===== config.mk =====
export PLATFORM = sky130hd
export DESIGN_NAME = intr_ctrl
export DESIGN_NICKNAME = d
export VERILOG_FILES = /design/src/rtl/intr_ctrl.sv
export SDC_FILE = /design/constraint.sdc
export NUM_CORES = 1
export LEC_CHECK = 0
export ABC_AREA = 1
export ABC_CLOCK_PERIOD_IN_PS = 1830
export CORE_MARGIN = 2
export CORE_UTILIZATION = 43
export DETAILED_ROUTE_END_ITERATION = 16
export GPL_TIMING_DRIVEN = 0
export PLACE_DENSITY = 0.81
export SYNTH_ARGS = -nofsm -noshare
export SYNTH_HDL_FRONTEND = slang
export SYNTH_SLANG_ARGS = --single-unit

===== constraint.sdc =====
create_clock -name clk -period 1.83 [get_ports clk]
set_input_delay 0.366 -clock clk [delete_from_list [all_inputs] [get_ports clk]]
set_output_delay 0.366 -clock clk [all_outputs]
set_load 0.01 [all_outputs]

===== src/rtl/intr_ctrl.sv =====
// -----------------------------------------------------------------------------
// intr_ctrl : machine-mode interrupt controller for the three-stage RISC-V core.
//
// Each rising edge on irq is captured into a pending bit. The pending bits are
// masked by irq_en and gie, and the lowest index wins. The winner is frozen
// while the controller waits for a cycle with no stall and no flush. It then
// issues a one-cycle intr_exc/irq_ack pulse and stays in service until
// is_mret retires.
//
// Optional feature macro: INTR_TIMER_EN
//   When it is defined, the block has a free-running 32-bit mtime counter and
//   an mtimecmp register. Their level compare is the lowest-priority source.
//   That source reports mcause 0x80000007 and irq_id 0xF.
//
// Ports:
//   clk        in   system clock, rising edge
//   reset      in   asynchronous active-high reset
//   irq        in   [NUM_SRC] raw level interrupt requests
//   irq_en     in   [NUM_SRC] per-source enable (mie image)
//   gie        in   global interrupt enable (mstatus.MIE)
//   stall      in   pipeline stall
//   flush      in   pipeline flush
//   is_mret    in   mret retiring in MEM/WB
//   tmr_cmp    in   [32] new mtimecmp value      (INTR_TIMER_EN only)
//   tmr_cmp_we in   mtimecmp write strobe        (INTR_TIMER_EN only)
//   intr_exc   out  one-cycle interrupt-take pulse to the CSR unit
//   mcause     out  [32] cause of the taken interrupt
//   irq_id     out  [4] index of the in-service source
//   irq_ack    out  [NUM_SRC] one-hot one-cycle acknowledge
//   busy       out  controller in ARB, TAKE or SERVICE
// -----------------------------------------------------------------------------
module intr_ctrl #(
   parameter int NUM_SRC    = 4,
   parameter int CAUSE_BASE = 16
) (
   input  logic               clk,
   input  logic               reset,
   input  logic [NUM_SRC-1:0] irq,
   input  logic [NUM_SRC-1:0] irq_en,
   input  logic               gie,
   input  logic               stall,
   input  logic               flush,
   input  logic               is_mret,
`ifdef INTR_TIMER_EN
   input  logic [31:0]        tmr_cmp,
   input  logic               tmr_cmp_we,
`endif
   output logic               intr_exc,
   output logic [31:0]        mcause,
   output logic [3:0]         irq_id,
   output logic [NUM_SRC-1:0] irq_ack,
   output logic               busy
);

   typedef enum logic [1:0] {S_IDLE, S_ARB, S_TAKE, S_SERVICE} state_t;

   state_t             r_state;
   state_t             w_next;
   logic [NUM_SRC-1:0] r_irq_prev;
   logic [NUM_SRC-1:0] r_pending;
   logic               r_is_timer;
   logic [NUM_SRC-1:0] w_edge;
   logic [NUM_SRC-1:0] w_elig;
   logic [NUM_SRC-1:0] w_id_onehot;
   logic [3:0]         w_win_id;
   logic               w_timer_lvl;
   logic               w_keep;
   logic [3:0]         w_nxt_id;
   logic [31:0]        w_nxt_cause;
   logic               w_nxt_tmr;

   // Returns the lowest set index of the vector, which is the highest priority.
   function automatic logic [3:0] f_prio(input logic [NUM_SRC-1:0] v);
      logic [3:0] id;
      id = 4'd0;
      for (int i = NUM_SRC - 1; i >= 0; i--) begin
         if (v[i]) begin
            id = i[3:0];
         end
      end
      return id;
   endfunction

   assign w_edge      = irq & ~r_irq_prev;
   assign w_elig      = r_pending & irq_en & {NUM_SRC{gie}};
   assign w_win_id    = f_prio(w_elig);
   assign w_id_onehot = NUM_SRC'(1'b1) << irq_id;

`ifdef INTR_TIMER_EN
   logic [31:0] r_mtime;
   logic [31:0] r_mtimecmp;

   // Free-running mtime and the software-written compare register.
   always_ff @(posedge clk or posedge reset) begin
      if (reset) begin
         r_mtime    <= 32'd0;
         r_mtimecmp <= 32'hFFFF_FFFF;
      end else begin
         r_mtime <= r_mtime + 32'd1;
         if (tmr_cmp_we) begin
            r_mtimecmp <= tmr_cmp;
         end else begin
            r_mtimecmp <= r_mtimecmp;
         end
      end
   end

   assign w_timer_lvl = (r_mtime >= r_mtimecmp);
`else
   assign w_timer_lvl = 1'b0;
`endif

   // Edge capture. A new edge beats an ack for the same bit in the same cycle.
   always_ff @(posedge clk or posedge reset) begin
      if (reset) begin
         r_irq_prev <= '0;
         r_pending  <= '0;
      end else begin
         r_irq_prev <= irq;
         r_pending  <= (r_pending & ~irq_ack) | w_edge;
      end
   end

   // The winner must still be enabled while the controller waits in ARB.
   assign w_keep = r_is_timer ? w_timer_lvl : |(irq_en & w_id_onehot);

   // Next-state logic and the values latched with the winner.
   always_comb begin
      w_next      = r_state;
      w_nxt_id    = irq_id;
      w_nxt_cause = mcause;
      w_nxt_tmr   = r_is_timer;
      case (r_state)
         S_IDLE: begin
            if (gie && ((|w_elig) || w_timer_lvl)) begin
               w_next = S_ARB;
               if (|w_elig) begin
                  w_nxt_id    = w_win_id;
                  w_nxt_cause = 32'h8000_0000 | (32'(CAUSE_BASE) + {28'd0, w_win_id});
                  w_nxt_tmr   = 1'b0;
               end else begin
                  w_nxt_id    = 4'hF;
                  w_nxt_cause = 32'h8000_0007;
                  w_nxt_tmr   = 1'b1;
               end
            end else begin
               w_next = S_IDLE;
            end
         end
         S_ARB: begin
            if (!gie || !w_keep) begin
               w_next = S_IDLE;
            end else if (!stall && !flush) begin
               w_next = S_TAKE;
            end else begin
               w_next = S_ARB;
            end
         end
         S_TAKE: begin
            w_next = S_SERVICE;
         end
         S_SERVICE: begin
            if (is_mret) begin
               w_next = S_IDLE;
            end else begin
               w_next = S_SERVICE;
            end
         end
         default: begin
            w_next = S_IDLE;
         end
      endcase
   end

   // State register and registered outputs. The outputs are computed from
   // w_next so that the pulses line up with the TAKE state.
   always_ff @(posedge clk or posedge reset) begin
      if (reset) begin
         r_state    <= S_IDLE;
         r_is_timer <= 1'b0;
         irq_id     <= 4'd0;
         mcause     <= 32'd0;
         intr_exc   <= 1'b0;
         irq_ack    <= '0;
         busy       <= 1'b0;
      end else begin
         r_state    <= w_next;
         r_is_timer <= w_nxt_tmr;
         irq_id     <= w_nxt_id;
         mcause     <= w_nxt_cause;
         intr_exc   <= (w_next == S_TAKE);
         irq_ack    <= ((w_next == S_TAKE) && !w_nxt_tmr) ? w_id_onehot : '0;
         busy       <= (w_next != S_IDLE);
      end
   end

endmodule


[After elaboration in Yosys (flattened, before gate mapping)]
Cells that the tools add are included.
Word-level totals
  memories kept: 0
  bits in read-only memories: 0
  latch bits: 0
  word-level logic and storage cells: 53
  bits in writable memories: 0
  register bits after elaboration: 53
  input port bits: 14
  output and inout port bits: 42
Cells by class
  add/subtract/negate cells: 1
  divide/modulo/power cells: 0
  multiplexer cells: 16
  order comparisons: 0
  bitwise gates (word level): 8
  multipliers: 0
  shift-type cells: 1
  equal/unequal tests: 4
  reduce and logical (&&, ||, !) cells: 14
Operator list (count)
  $and 4x4->4: 5
  $mux 2: 6
  $mux 4: 3
  $not 4->4: 2
  $pmux 2 s4: 1
  $reduce_or 4->1: 2
  $add 5x4->6 const A: 1
  $eq 2x2->1 const B: 3
  $mux 6: 1
  $logic_not 1->1: 5
  $mux 1: 5
  $or 4x4->4: 1
  $shl 1x4->4 const A: 1
  $logic_and 1x1->1: 3
  $eq 2x1->1 const B: 1
  $logic_not 2->1: 1
  $reduce_and 2->1: 1
  $reduce_bool 2->1: 1
  $logic_or 1x1->1: 1

[Logic depth before layout (Yosys ltp)]
Gate-level depths: netlist of run 1.
  depth in word-level cells: 11
  gate-level depth with buffers: 7
  gate-level depth less buffers: 7

[Least setup slack after synthesis of run 1]
OpenSTA, ideal clock, no wires.
  path type: reg-to-reg
  start: register irq_id[1]
  end: register busy
  path buffers: 0
  library setup time: 0.129 ns
  arrival time: 1.013 ns
  stages on the path, launching flop included: 8
  required time: 1.701 ns
  path slack: 0.688 ns
  period minus slack after synthesis: 1.142 ns
  cell sequence: dfrtp_1 inv_1 nand4_1 nand2_1 inv_2 nand2_4 nand3_4 nand3_1
On the way
  word-level cells in the longest chain between the ends: 9
Ends and longest elaborated chain
  start: declaration: RTL line 50  | output logic [3:0] irq_id,
  start signal: assignment: RTL line 189  | irq_id <= w_nxt_id;
  $shl 1x4->4: RTL line 87  | assign w_id_onehot = NUM_SRC'(1'b1) << irq_id;
  $and 4x4->4: RTL line 125  | assign w_keep = r_is_timer ? w_timer_lvl : |(irq_en & w_id_onehot);
  $reduce_or 4->1: RTL line 125
  $mux 1: RTL line 125
  $logic_not 1->1: RTL line 151  | if (!gie || !w_keep) begin
  $logic_or 1x1->1: RTL line 151
  $mux 2: RTL line 151
  $pmux 2 s4: RTL line 133  | case (r_state)
  $reduce_bool 2->1: RTL line 193  | busy <= (w_next != S_IDLE);
  end signal: assignment: RTL line 193
  end: declaration: RTL line 52  | output logic busy
Every way passes these cells.
A chain may end at the register's enable or synchronous reset.

==> metrics.md, run 1 <==
| Metric | Value |
|---|---|
| Global-route wire length before repair | 3530 um |
| Initial DRT Pass Iterations | 4 |
| Nets | 202 |
| Number of nets with antenna violations after routing | 0 |
| Multi-input gate area | 409 um^2 |
| Cells on worst reg2reg path | 8 |
| XOR/XNOR Fraction of Synth Area | 0% |
| Largest family of logic cells by synthesized area | buffers and inverters |
| Minimum clock period | 1760 ps |
| Wire per inst | 10.1 um |
| Bufs on Longest Clock Path | 2 |
| Logic pwr share | 42.1% |
| Clk sink count | 22 |
| DR iter-0 viols | 10 |
| FP Rows | 18 |
| Worst Setup End Kind | output pin |
| Count of final hold-check violations | 0 |
| Die Y | 56.2 um |
| Int Pwr | 1.13 mW |
| Startpoint types | flip-flop |
| CTS H-tree lvls | 1 |
| Layout cells sized above 1 | 29.9% |
| Pwr Density | between 1000 and 1500 nW/um^2 |
| Static Leak | 0.896 nW |
| Gr ovfl total | 0 |
| Reg clk slew, reported paths | 120 ps |
| Ant. Diodes | 0 |
| YS warnings | 0 |
| Core Region | between 2000 and 3000 um^2 |
| FF+latch count, synth | 22 |
| Worst flop-to-flop path endpoint | busy |
| Via count | 919 |
| Net Switching | between 0.5 and 0.6 mW |
| CP required | 1460 ps |
| Gr usage total | between 10 and 15% |
| # IOs | 56 |
| Die footprint | 3150 um^2 |
| Clk pwr share | about 22% |
| RSZ-0062 raised after global routing | false |
| Synth Instances | 126 |
| Sequential fraction of the synthesis area | 47.1% |
| Synth Area in Simple Gates | 22.6% |
| R2R Path Start | irq_id[0] |
| Register area | 554 um^2 |
| Number of max-cap violations | 0 |
| Clock Skews | approximately 2.1 ps |
| # fillers | 226 |
| Largest net degree at the start of global routing | 23 |
| Design Power | 1.70 mW |
| Clk Latency, worst-skew pair | 310 ps |
| Flop pwr share | 35.9% |
| Status | finished clean |
| CP max FO | 7 |
| Synth Area in Compound Gates | under 10% |
| Mapped Area | 1170 um^2 |
| CTS tree | built |
| Reg-to-reg slack, setup | 480 ps |
| Worst VDD drop | between 800 and 900 uV |
| Avg Vias per Cell | roughly 4.2 |
| Total wire length | approximately 2200 um |
| RePlAce Congestion | 0.783 |
| Adder-cell share of the synthesized area | 0% |
| HP Start | r_irq_prev[3] |
| Setup TNS | 0 ps |
| Hold Path Sink | r_pending[3] |
| Die W | 56.2 um |
| Synth-to-Final Area Change | 42.2% |
| Crit path kind | reg2out |
| Endpoints failing setup | 0 |
| Root Driver | clkbuf_4 |
| Yosys cell types | 21 |
| Vias in the first global route | 816 |
| Initial Util | 46.4% |
| Initial antenna violation count | 0 |
| DP Wirelength | 1760 um |
| Switching Share | approximately a third |
| Fin. max-slew vios | 0 |
| Hold_buf cts | 0 |
| Worst-Margin Slew | 822 ps |
| Relative slew slack | 45.1% |
| Hold Crit Class | reg2reg |
| Period utilization | 96.4% |
| Arr. time, crit path | 1400 ps |
| Mux contribution to synthesized area | 0% |
| Max Clock Freq | 567 MHz |
| Hold depth | 1 |
| Drc violations | 0 |
| Mean Syn Cell Area | between 9 and 10 um^2 |
| Number of CTS-inserted buffers | 3 |
| I/O Buffers | 28 |
==> placed cells by master (no fill, tap or decap), types with 4 or more instances in the layout <==
| cell | synthesis | final |
|---|---|---|
| conb_1 | 1 | 27 |
| dfrtp_1 | 22 | 19 |
| nand3_1 | 11 | 11 |
| inv_1 | 17 | 17 |
| nand2_1 | 11 | 11 |
| o22ai_1 | 4 | 4 |
| clkdlybuf4s50_1 | 0 | 28 |
| buf_4 | 31 | 34 |
| nor2_2 | 5 | 5 |
| nor2_1 | 6 | 6 |
==> cells in the mapped netlist <==
library cell / n / area (um^2)
inv_1: 17 / 63.8
a21oi_2: 1 / 8.76
nand2_4: 1 / 11.3
nand4_1: 3 / 18.8
o21ai_0: 1 / 5.00
a21oi_1: 1 / 5.00
nand3_1: 11 / 55.1
nor2_4: 2 / 22.5
nand3_4: 1 / 17.5
inv_2: 3 / 11.3
or2_1: 2 / 12.5
nor3_1: 1 / 5.00
dfrtp_1: 22 / 551
conb_1: 1 / 3.75
buf_4: 31 / 233
o22ai_1: 4 / 25.0
nor2_1: 6 / 22.5
nor2_8: 1 / 20.0
nor2_2: 5 / 31.3
nand2_2: 1 / 6.26
nand2_1: 11 / 41.3
==> worst max-delay path: stages, from the launching register on <==
cell and delay (ps):
dfrtp_2 450, buf_4 120, clkdlybuf4s50_1 520
==> cell type report <==
type                    count  area share, %
repair buffers             31           18.2
inverters                  20           4.51
plain buffers              31           14.0
clock buffers               3           1.35
multi-input cells          79           24.6
well taps                  30           2.26
flip-flops and latches     22           33.3
clock inverters             1           1.80
==> stage by stage <==
step | setup WS, ps | hold WS, ps | util (%) | cell area, um^2 | instances
global placement | 104 | 405 | 62.8 | 1590 | 210
finish | 65.4 | 439 | 66.0 | 1660 | 217
CTS | 5.75 | 433 | 65.1 | 1640 | 214
detailed placement | 59.7 | 424 | 62.8 | 1590 | 210
global route | 1.25 | 452 | 66.0 | 1660 | 217
floorplan | 688 | 355 | - | 1270 | 152
==> power by group through the flow <==
stage,sequential (mW),combinational (mW),clock [mW]
2_1_floorplan,0.640,0.425,0
3_3_place_gp,0.636,0.623,0
3_5_place_dp,0.641,0.641,0
4_1_cts,0.636,0.647,0.383
5_1_grt,0.621,0.781,0.402
6_report,0.612,0.718,0.375
==> worst max-delay path by stage <==
| stage | from | cells after the start | endpoint |
|---|---|---|---|
| after detailed placement | gie | 7 | busy |
| after global placement | gie | 7 | busy |
| final | irq_id[0] | 2 | mcause[0] |
| after floorplan | irq_id[1] | 7 | busy |
| after global routing | irq_id[2] | 2 | irq_id[3] |
| after CTS | irq_id[0] | 2 | mcause[0] |
==> cell families (layout without fill, tap and decap cells) <==
kind of cell / Yosys count / count (layout)
other cells: 1 / 27
flops: 22 / 22
simple gates: 45 / 45
compound gates: 7 / 7
buf+inv: 51 / 86
==> what timing repair did <==
item | CTS | global route
endpoints found under the setup margin | 4 | 2
buffers inserted | 0 | 3
resized for setup | 3 | 0
==> sequential cells by signal, summed over array words and instances (netlist names) <==
signal      flops
busy            1
r_irq_prev      4
irq_id          3
mcause          2
intr_exc        1
r_state         2
irq_ack         4
r_pending       4
r_is_timer      1
==> per-layer routing <==
| metal | routed length [um] | track usage, % | vias up |
|---|---|---|---|
| li1 | - | - | 455 |
| met4 | 23 | 4.08 | 0 |
| met1 | 867 | 16.2 | 410 |
| met3 | 226 | 3.72 | 3 |
| met2 | 1070 | 24.7 | 51 |
| met5 | 0 | 0 | - |
Power figures use the tool's default switching activity.
==> run 2, diff against run 1 <==
CAP_MARGIN = 20   (was unset)
==> results of run 2 <==
Final layout, timing and power as in run 1 (identical DEF).
